**src/rtl/sm4_sbox_pipe.sv**
```systemverilog
// sm4_sbox_pipe -- multi-lane pipelined SM4 S-box with valid/ready handshaking.
//
// Every byte lane of an accepted beat is substituted through the standard SM4
// S-box. The lookup sits combinationally ahead of stage 0, and stages
// 1..STAGES-1 only delay the result. The stages form an elastic chain, so
// bubbles close up behind a stalled output and no beat is lost or repeated.
//
// Parameters:
//   LANES  : byte lanes per beat (1..16); data width is 8*LANES
//   STAGES : pipeline register stages (1..4); latency in cycles
//
// Ports:
//   clk        : clock, all flops rising-edge
//   rst_n      : asynchronous active-low reset
//   in_valid   : input beat valid
//   in_ready   : block accepts a beat this cycle (no in_valid -> in_ready path)
//   in_data    : lane i = in_data[8i+7:8i]
//   out_valid  : output beat valid
//   out_ready  : downstream accepts the beat this cycle
//   out_data   : lane i = Sbox(input lane i)
//   busy       : OR of all stage valid bits
//
// Optional build macro SM4_SBOX_BIST_EN adds a built-in self-test:
//   bist_start : pulse while busy=0 to run the self-test
//   bist_done  : sticky completion flag, cleared by the next bist_start
//   bist_pass  : self-test result, valid when bist_done=1
module sm4_sbox_pipe #(
   parameter int LANES  = 4,
   parameter int STAGES = 2
) (
   input  logic               clk,
   input  logic               rst_n,
`ifdef SM4_SBOX_BIST_EN
   input  logic               bist_start,
   output logic               bist_done,
   output logic               bist_pass,
`endif
   input  logic               in_valid,
   output logic               in_ready,
   input  logic [8*LANES-1:0] in_data,
   output logic               out_valid,
   input  logic               out_ready,
   output logic [8*LANES-1:0] out_data,
   output logic               busy
);

   localparam int W    = 8 * LANES;
   localparam int LAST = STAGES - 1;

   // S-box table, entry 0x00 in the most significant byte.
   localparam logic [2047:0] SBOX_TABLE = {
      128'hd690e9fecce13db716b614c228fb2c05,
      128'h2b679a762abe04c3aa44132649860699,
      128'h9c4250f491ef987a33540b43edcfac62,
      128'he4b31ca9c908e89580df94fa758f3fa6,
      128'h4707a7fcf37317ba83593c19e6854fa8,
      128'h686b81b27164da8bf8eb0f4b70569d35,
      128'h1e240e5e6358d1a225227c3b01217887,
      128'hd40046579fd327524c3602e7a0c4c89e,
      128'heabf8ad240c738b5a3f7f2cef96115a1,
      128'he0ae5da49b341a55ad933230f58cb1e3,
      128'h1df6e22e8266ca60c02923ab0d534e6f,
      128'hd5db3745defd8e2f03ff6a726d6c5b51,
      128'h8d1baf92bbddbc7f11d95c411f105ad8,
      128'h0ac13188a5cd7bbd2d74d012b8e5b4b0,
      128'h8969974a0c96777e65b9f109c56ec684,
      128'h18f07dec3adc4d2079ee5f3ed7cb3948
   };

   // Entry x lives at bit offset (255-x)*8, i.e. {~x, 3'b000}.
   function automatic logic [7:0] sbox_f(input logic [7:0] x);
      logic [10:0] idx;
      idx = {~x, 3'b000};
      return SBOX_TABLE[idx +: 8];
   endfunction

   logic [STAGES-1:0] valid_q;
   logic [STAGES-1:0] valid_d;
   logic [STAGES-1:0] advance_s;
   logic [STAGES-1:0] load_s;
   logic [W-1:0]      data_q [STAGES];
   logic [W-1:0]      data_d [STAGES];
   logic [W-1:0]      lane_in_s;
   logic [W-1:0]      sbox_s;
   logic              in_ready_s;
   logic              stage0_fire_s;
   logic              busy_s;

   // Self-test hooks into the datapath; tied off when the BIST is not built.
   logic              bist_mode_s;
   logic              bist_block_s;
   logic              bist_issue_s;
   logic [7:0]        bist_byte_s;

   assign busy_s = |valid_q;

   // Advance/load chain, walked from the output stage back to stage 0.
   always_comb begin
      logic adv_v;
      advance_s = '0;
      // During self-test the last stage drains every cycle.
      adv_v = bist_mode_s | out_ready;
      for (int k = LAST; k >= 0; k--) begin
         advance_s[k] = adv_v;
         adv_v        = !valid_q[k] || adv_v;
      end
      load_s = ~valid_q | advance_s;
   end

   assign in_ready_s    = load_s[0] && !bist_block_s;
   assign stage0_fire_s = bist_mode_s ? bist_issue_s : (in_valid && in_ready_s);
   assign lane_in_s     = bist_mode_s ? {LANES{bist_byte_s}} : in_data;

   // Per-lane S-box lookup ahead of stage 0.
   always_comb begin
      sbox_s = '0;
      for (int i = 0; i < LANES; i++) begin
         sbox_s[8*i +: 8] = sbox_f(lane_in_s[8*i +: 8]);
      end
   end

   // Next-state of the stage valid bits and data registers.
   always_comb begin
      valid_d = valid_q;
      for (int k = 0; k < STAGES; k++) begin
         data_d[k] = data_q[k];
      end
      if (load_s[0]) begin
         valid_d[0] = stage0_fire_s;
         if (stage0_fire_s) begin
            data_d[0] = sbox_s;
         end else begin
            data_d[0] = data_q[0];
         end
      end else begin
         valid_d[0] = valid_q[0];
      end
      for (int k = 1; k < STAGES; k++) begin
         if (load_s[k]) begin
            valid_d[k] = valid_q[k-1];
            if (valid_q[k-1]) begin
               data_d[k] = data_q[k-1];
            end else begin
               data_d[k] = data_q[k];
            end
         end else begin
            valid_d[k] = valid_q[k];
         end
      end
   end

   // Pipeline stage registers.
   always_ff @(posedge clk or negedge rst_n) begin
      if (!rst_n) begin
         valid_q <= '0;
         for (int k = 0; k < STAGES; k++) begin
            data_q[k] <= '0;
         end
      end else begin
         valid_q <= valid_d;
         for (int k = 0; k < STAGES; k++) begin
            data_q[k] <= data_d[k];
         end
      end
   end

   assign in_ready  = in_ready_s;
   assign out_valid = valid_q[LAST] && !bist_mode_s;
   assign out_data  = data_q[LAST];
   assign busy      = busy_s;

`ifdef SM4_SBOX_BIST_EN
   typedef enum logic [1:0] {
      ST_IDLE  = 2'd0,
      ST_RUN   = 2'd1,
      ST_DRAIN = 2'd2
   } bist_state_t;

   bist_state_t  state_q, state_d;
   logic [8:0]   issue_cnt_q, issue_cnt_d;
   logic [8:0]   rx_cnt_q, rx_cnt_d;
   logic [255:0] seen_q, seen_d;
   logic         lanes_ok_q, lanes_ok_d;
   logic         d6_ok_q, d6_ok_d;
   logic         done_q, done_d;
   logic         pass_q, pass_d;
   logic         start_s;
   logic         rx_s;
   logic         lanes_eq_s;
   logic [7:0]   rx_byte_s;

   assign start_s      = bist_start && !busy_s && (state_q == ST_IDLE);
   assign bist_mode_s  = (state_q != ST_IDLE);
   // The start cycle is blocked too, so no user beat slips in with the test.
   assign bist_block_s = bist_mode_s || start_s;
   assign bist_issue_s = (state_q == ST_RUN) && !issue_cnt_q[8] && load_s[0];
   assign bist_byte_s  = issue_cnt_q[7:0];
   assign rx_s         = bist_mode_s && valid_q[LAST];
   assign rx_byte_s    = data_q[LAST][7:0];

   // All lanes of the beat leaving the pipe must carry the same byte.
   always_comb begin
      lanes_eq_s = 1'b1;
      for (int i = 1; i < LANES; i++) begin
         if (data_q[LAST][8*i +: 8] != rx_byte_s) begin
            lanes_eq_s = 1'b0;
         end else begin
            lanes_eq_s = lanes_eq_s;
         end
      end
   end

   // Self-test sequencer and result checker.
   always_comb begin
      state_d     = state_q;
      issue_cnt_d = issue_cnt_q;
      rx_cnt_d    = rx_cnt_q;
      seen_d      = seen_q;
      lanes_ok_d  = lanes_ok_q;
      d6_ok_d     = d6_ok_q;
      done_d      = done_q;
      pass_d      = pass_q;
      case (state_q)
         ST_IDLE: begin
            if (start_s) begin
               state_d     = ST_RUN;
               issue_cnt_d = 9'd0;
               rx_cnt_d    = 9'd0;
               seen_d      = '0;
               lanes_ok_d  = 1'b1;
               d6_ok_d     = 1'b0;
               done_d      = 1'b0;
               pass_d      = 1'b0;
            end else begin
               state_d = ST_IDLE;
            end
         end
         ST_RUN: begin
            if (bist_issue_s) begin
               issue_cnt_d = issue_cnt_q + 9'd1;
            end else begin
               issue_cnt_d = issue_cnt_q;
            end
            if (issue_cnt_d[8]) begin
               state_d = ST_DRAIN;
            end else begin
               state_d = ST_RUN;
            end
         end
         ST_DRAIN: begin
            state_d = ST_DRAIN;
         end
         default: begin
            state_d = ST_IDLE;
         end
      endcase
      if (rx_s) begin
         seen_d[rx_byte_s] = 1'b1;
         rx_cnt_d          = rx_cnt_q + 9'd1;
         if (!lanes_eq_s) begin
            lanes_ok_d = 1'b0;
         end else begin
            lanes_ok_d = lanes_ok_q;
         end
         // The first beat out is the image of 0x00.
         if (rx_cnt_q == 9'd0) begin
            d6_ok_d = (rx_byte_s == 8'hd6);
         end else begin
            d6_ok_d = d6_ok_q;
         end
      end else begin
         rx_cnt_d = rx_cnt_q;
      end
      if ((state_q == ST_DRAIN) && rx_cnt_d[8]) begin
         state_d = ST_IDLE;
         done_d  = 1'b1;
         pass_d  = (&seen_d) && lanes_ok_d && d6_ok_d;
      end else begin
         done_d = done_d;
      end
   end

   // Self-test state registers.
   always_ff @(posedge clk or negedge rst_n) begin
      if (!rst_n) begin
         state_q     <= ST_IDLE;
         issue_cnt_q <= 9'd0;
         rx_cnt_q    <= 9'd0;
         seen_q      <= '0;
         lanes_ok_q  <= 1'b0;
         d6_ok_q     <= 1'b0;
         done_q      <= 1'b0;
         pass_q      <= 1'b0;
      end else begin
         state_q     <= state_d;
         issue_cnt_q <= issue_cnt_d;
         rx_cnt_q    <= rx_cnt_d;
         seen_q      <= seen_d;
         lanes_ok_q  <= lanes_ok_d;
         d6_ok_q     <= d6_ok_d;
         done_q      <= done_d;
         pass_q      <= pass_d;
      end
   end

   assign bist_done = done_q;
   assign bist_pass = pass_q;
`else
   assign bist_mode_s  = 1'b0;
   assign bist_block_s = 1'b0;
   assign bist_issue_s = 1'b0;
   assign bist_byte_s  = 8'h00;
`endif

endmodule

```
**config.mk**
```make
export PLATFORM = sky130hd
export DESIGN_NAME = sm4_sbox_pipe
export DESIGN_NICKNAME = d
export VERILOG_FILES = /design/src/rtl/sm4_sbox_pipe.sv
export SDC_FILE = /design/constraint.sdc
export NUM_CORES = 1
export LEC_CHECK = 0
export CAP_MARGIN = 20
export CORE_MARGIN = 1.5
export CORE_UTILIZATION = 28
export DETAILED_ROUTE_END_ITERATION = 10
export PLACE_DENSITY_LB_ADDON = 0.15
export SYNTH_ARGS = -nofsm -noshare
export SYNTH_HDL_FRONTEND = slang
export SYNTH_SLANG_ARGS = --single-unit
```
**constraint.sdc**
```tcl
create_clock -name clk -period 4.2 [get_ports clk]
set_input_delay 1.26 -clock clk [delete_from_list [all_inputs] [get_ports clk]]
set_output_delay 1.26 -clock clk [all_outputs]
set_load 0.02 [all_outputs]
```
# Word-level counts from Yosys, hierarchy flattened
# Index checks and enable logic that the tools add are counted.
dict set report totals {
  reg_bits 66
}
dict set report op_classes {
  n_reduce_logical 6
  bitwise_logic 6
  shifts 4
}
# op n
set ops {}
lappend ops {{indexed part select 2048 x 12 -> 8 bit (first input constant)} 4}
lappend ops {{NOT 8 bit} 4}
lappend ops {{AND reduction 2 bit} 2}
lappend ops {{NOT 2 bit} 1}
lappend ops {{bitwise OR 2 bit} 1}
lappend ops {{OR reduction 2 bit} 1}
lappend ops {{logical AND 1 bit} 1}
lappend ops {{zero test 1 bit} 1}
lappend ops {{logical OR 1 bit} 1}

# Logic depth before layout (Yosys ltp)
dict set report logic_depth {
  word_depth 5
  mapped_depth 12
  depth_no_buf 8
}

# Least setup slack after synthesis
# No wires, ideal clock.
dict set report synth_timing {
  kind {input to register}
  from {input port in_data[1]}
  to {register data_q[33] in the netlist's numbering}
  cell_stages 12
  arrival_time_ps 3555
  setup_time_ps 66
  slack_ps 579
  cell_sequence {clkbuf_1 > buf_2 > inv_1 > ha_1 > clkbuf_1 > and2_1 > clkbuf_1 > o21ai_0 > o31ai_1 > mux4_2 > a221oi_1 > a221o_1}
}
dict set report synth_between {
  elab_chain_cells 2
}
# item line
set synth_lines {}
lappend synth_lines {{start: declaration} 40} ;# input logic [8*LANES-1:0] in_data,
lappend synth_lines {{NOT 8 bit} 73} ;# idx = {~x, 3'b000};
lappend synth_lines {{indexed part select 2048 x 12 -> 8 bit} 74} ;# return SBOX_TABLE[idx +: 8];
lappend synth_lines {{end signal: indexed assignment} 162} ;# data_q[k] <= data_d[k];
lappend synth_lines {{end: declaration} 81} ;# logic [W-1:0] data_q [STAGES];
# Every way passes these cells.
# A chain may end at the register's enable or synchronous reset.

# Final worst setup path
dict set report layout_timing {
  from {input port in_data[24]}
  to {register data_q[57] in the netlist's numbering}
}
# Same word-level chain as after synthesis.

==> results by stage <==
Run status:
- The flow ran to the end, and the final reports show no timing, DRC or antenna violations.

Timing:
- The number of max-slew violations in the final report came to 0.
- The final setup skew is 9.57 ps.
- For the pin with the worst max-slew slack, the measured transition is 936 ps.
- The fmax is 247 MHz.
- The post-route worst hold slack is 481 ps.
- Setup repair after global routing left no endpoint under its margin.
- The setup TNS after final layout is 0 ps.
- Measured against its own limit, the worst slew margin works out to 37.6%.
- Subtracting the final worst setup slack from the clock period gives 4040 ps.
- Dividing the final minimum period by the clock period gives 96.2%.
- The number of setup violations in the final report is 0.
- The count of final hold-check violations is 0.

Worst hold path:
- The path class of the tightest hold or removal check is flop to flop.
- The worst-case hold path end point is data_q[48].
- The number of instances on the worst hold path is 2.
- In this run the most critical hold path is launched from data_q[48].

Setup path:
- The endpoint identified for the worst register-to-register timing path is data_q[35].
- Along the worst path, the maximum fanout reaches 6.
- The largest single stage delay on the critical path is 530 ps.
- The worst setup slack for register-to-register paths is 1710 ps.
- The worst setup path category is input port to flop.
- The data required time at the worst endpoint is 4500 ps.
- The worst register-to-register path begins at valid_q[0].
- STA classifies the critical path endpoint as a flop.
- The critical path goes through clkdlybuf4s50_1 -> inv_1 -> ha_1 -> and2_1 -> nor3_1 -> a21oi_1 -> mux4_2 -> a221oi_1 -> a211o_1.
- At the worst endpoint, the arrival time is 4340 ps.
- The slowest library cell on the worst path is sky130_fd_sc_hd__clkdlybuf4s50_1.
- The number of cells on the worst reg-to-reg path is 7.
- The critical path startpoint category is an input port.

Route:
- The number of iterations in the first detailed-routing pass is 6.
- The count of unresolved DRC violations after routing is 0.
- The overall via count from detail_route is 20,600.
- The count of antenna-violating nets left after detailed routing is 0.
- The total wirelength of the detailed-routed design is 85.7 mm.
- The average wire length per cell after detail routing is 27.8 um.
- The detailed router finished its first iteration with 3,343 violations.
- The via count normalized by instance count is 6.68.

Global route:
- The global-route usage over all layers is 29.0%.
- The initial antenna violation count is 1.
- The via count of the first global-routing pass is 19,000.
- The global-route wire length before repair is 127 mm.
- The total overflow reported by the global router is 0.
- The maximum number of pins on one net before global-route repair is 94.

Placement:
- Routability-driven placement finished with a final weighted congestion of 1.00.
- The estimated wirelength of the detail-placed design is 62.7 mm.
- The cell total after placement is 3,068.
- The number of port buffers is 70.

Power:
- Summed over all nets, the switching power comes to 0.00200 W.
- The switching part of the total is 46.0%.
- The analysis attributes to cell leakage a power of 6.71 nW.
- The cell-internal power is 0.00235 W.
- The clock share of power is 21.5%.
- Combinational logic burns 57.9% of the power.
- VDD sags by at most 231 uV.
- In this run the power density over the cells is 240 mW/mm^2.
- After layout, the design draws a total of 0.00436 W.
- In this run, flip-flops and latches consume 20.6% of the power.

Logic synthesis:
- Summed over all instances, the cell type with the most area after synthesis is sky130_fd_sc_hd__dfrtp_1.
- By area the synthesized netlist is led by sky130_fd_sc_hd__dfrtp_1 (11%), sky130_fd_sc_hd__a21oi_1 (5.9%), sky130_fd_sc_hd__o21ai_0 (5.3%).
- The most used flip-flop cell after synthesis is sky130_fd_sc_hd__dfrtp_1.
- The total of flip-flops plus latches after synthesis is 66.
- Synthesis instantiated 84 different standard cells from the library.
- Of the post-synthesis cell area, the dominant cell type holds 10.6%.
- The gate count of the mapped netlist is 2,309.
- The share of the yosys chip area belonging to registers is 10.6%.
- The netlist area before placement is 0.0156 mm^2.
- Each instance of the synthesized netlist takes up on average 6.77 um^2.
- Counting every net in the synthesized netlist gives 2,397.
- The number of warnings issued by yosys is 0.
- Yosys mapped a number of flops with a built-in enable equal to 0.
- The async set-or-reset flop fraction in the synthesized netlist is 100%.

Floorplan:
- Once the floorplan was initialized, standard cells occupied 28.4% of the core.
- The floorplan step set the die height to 239 um.
- The die is 239 um wide.
- For this design the top-level I/O count stands at 71.
- The floorplan has 86 rows.
- The die covers 0.0572 mm^2.
- The placeable core region is 0.0551 mm^2.

Clock network:
- The cell at the root of the clock tree is sky130_fd_sc_hd__clkbuf_16.
- The clock passes through at most 2 buffers.
- The CTS H-tree depth is 3.
- After clock tree synthesis, the clock-pin slew on the worst setup and hold paths is 70 ps.
- The clock tree from TritonCTS is yes.
- In this run, post-CTS hold repair placed 0 buffers.
- After clock tree synthesis, the repair step resized 0 gates.
- At the later pin of the worst-skew pair, clock insertion delay measures 360 ps.
- The number of buffers created by CTS is 9.
- After clock tree synthesis, the setup repair step added 0 buffers.
- CTS saw 66 sinks.

Cells and area:
- Leaving out fill and tap cells, the most frequent cell in the layout is sky130_fd_sc_hd__buf_4.
- The layout overhead on the synthesized area is 16.1%.
- The net total in the final layout is 2,419.
- The library cells used most frequently in the layout, excluding fill and tap cells, are sky130_fd_sc_hd__buf_4 (246), sky130_fd_sc_hd__nand2_1 (189), sky130_fd_sc_hd__a21oi_1 (184), sky130_fd_sc_hd__nor2_1 (167), sky130_fd_sc_hd__o21ai_0 (166).
- After the flow finishes, the layout carries non-filler instances totaling 3,086.
- The fraction of final layout cells with drive strength greater than 1 is 16.5%.

Run:
- The max capacitance violation total is 0.
[metal layers]
layer	wire length, um	track usage (%)
met1	34800	39.2
met3	8830	4.48
met2	37100	44.4
met4	5010	15.2
met5	17	0
[power groups by stage]
stage	sequential (W)	combinational, W	clock [W]
6_report	0.000899	0.00252	0.000936
5_1_grt	0.000923	0.00265	0.000997
4_1_cts	0.000905	0.00245	0.000964
3_5_place_dp	0.000917	0.00244	0
3_3_place_gp	0.000913	0.00249	0
2_1_floorplan	0.000860	0.00158	0
[sequential cells by signal (all words and copies together) (netlist names)]
name / cells
valid_q: 2
data_q: 32
out_data: 32
[kinds of logic (layout without fill, tap and decap cells)]
group	after synthesis	in the layout	share of synthesized area [%]
AOI/OAI and AO/OA	912	912	40.3
DFF	66	66	10.6
adders and majority gates	52	52	4.16
muxes	87	87	7.49
and+or+nand+nor	826	826	26.2
xor gates and xnor gates	8	8	0.496
buffers and inverters	358	385	10.8
other	0	2	0
[Yosys cell counts (20+ instances only)]
| master | count |
|---|---|
| sky130_fd_sc_hd__nand3_1 | 91 |
| sky130_fd_sc_hd__ha_1 | 52 |
| sky130_fd_sc_hd__o21ai_0 | 166 |
| sky130_fd_sc_hd__buf_1 | 31 |
| sky130_fd_sc_hd__and2_1 | 26 |
| sky130_fd_sc_hd__mux4_2 | 20 |
| sky130_fd_sc_hd__a221oi_1 | 23 |
| sky130_fd_sc_hd__o211ai_1 | 65 |
| sky130_fd_sc_hd__buf_4 | 43 |
| sky130_fd_sc_hd__clkbuf_1 | 128 |
| sky130_fd_sc_hd__dfrtp_1 | 66 |
| sky130_fd_sc_hd__a211oi_1 | 55 |
| sky130_fd_sc_hd__nand2b_1 | 82 |
| sky130_fd_sc_hd__o311ai_0 | 48 |
| sky130_fd_sc_hd__a21oi_1 | 184 |
| sky130_fd_sc_hd__inv_1 | 38 |
| sky130_fd_sc_hd__a31oi_1 | 72 |
| sky130_fd_sc_hd__nand2_1 | 191 |
| sky130_fd_sc_hd__buf_2 | 107 |
| sky130_fd_sc_hd__nor2_1 | 167 |
| sky130_fd_sc_hd__nor3_1 | 83 |
| sky130_fd_sc_hd__mux2i_1 | 27 |
| sky130_fd_sc_hd__o31ai_1 | 30 |
| sky130_fd_sc_hd__nor2b_1 | 68 |
| sky130_fd_sc_hd__mux2_2 | 39 |
| sky130_fd_sc_hd__a311oi_1 | 50 |
[area by class of cell]
cell class,count,area [um^2]
Tap cell,748,936
Multi-Input combinational cell,1885,12300
Clock inverter,7,125
Inverter,43,161
Antenna cell,2,5.00
Timing Repair Buffer,326,2740
Sequential cell,66,1650
Clock buffer,9,225
Fill cell,6096,37000
[worst max path at each step]
stage,start,endpoint,slack (ps)
global placement,in_data[24],data_q[57],-200
global route,in_data[16],data_q[52],60
CTS,in_data[24],data_q[57],250
floorplan,in_data[1],data_q[33],580
finish,in_data[24],data_q[57],160
detailed placement,in_data[24],data_q[57],-130
[stage by stage]
stage               util [%]  instance area [um^2]  worst slack (ps)
floorplan                  -                 15600               579
global placement        32.3                 17800              -198
detailed placement      32.3                 17800              -129
CTS                     32.9                 18100               247
global route            32.9                 18100              61.3
finish                  32.9                 18100               160
[critical path, delay by kind of cell]
family                     cells  cell delay (ps)
AOI/OAI and AO/OA              3              780
adders and majority gates      1              350
buffers and inverters          2              680
muxes                          1              490
and+or+nand+nor                2              760
Power figures use the tool's default switching activity.
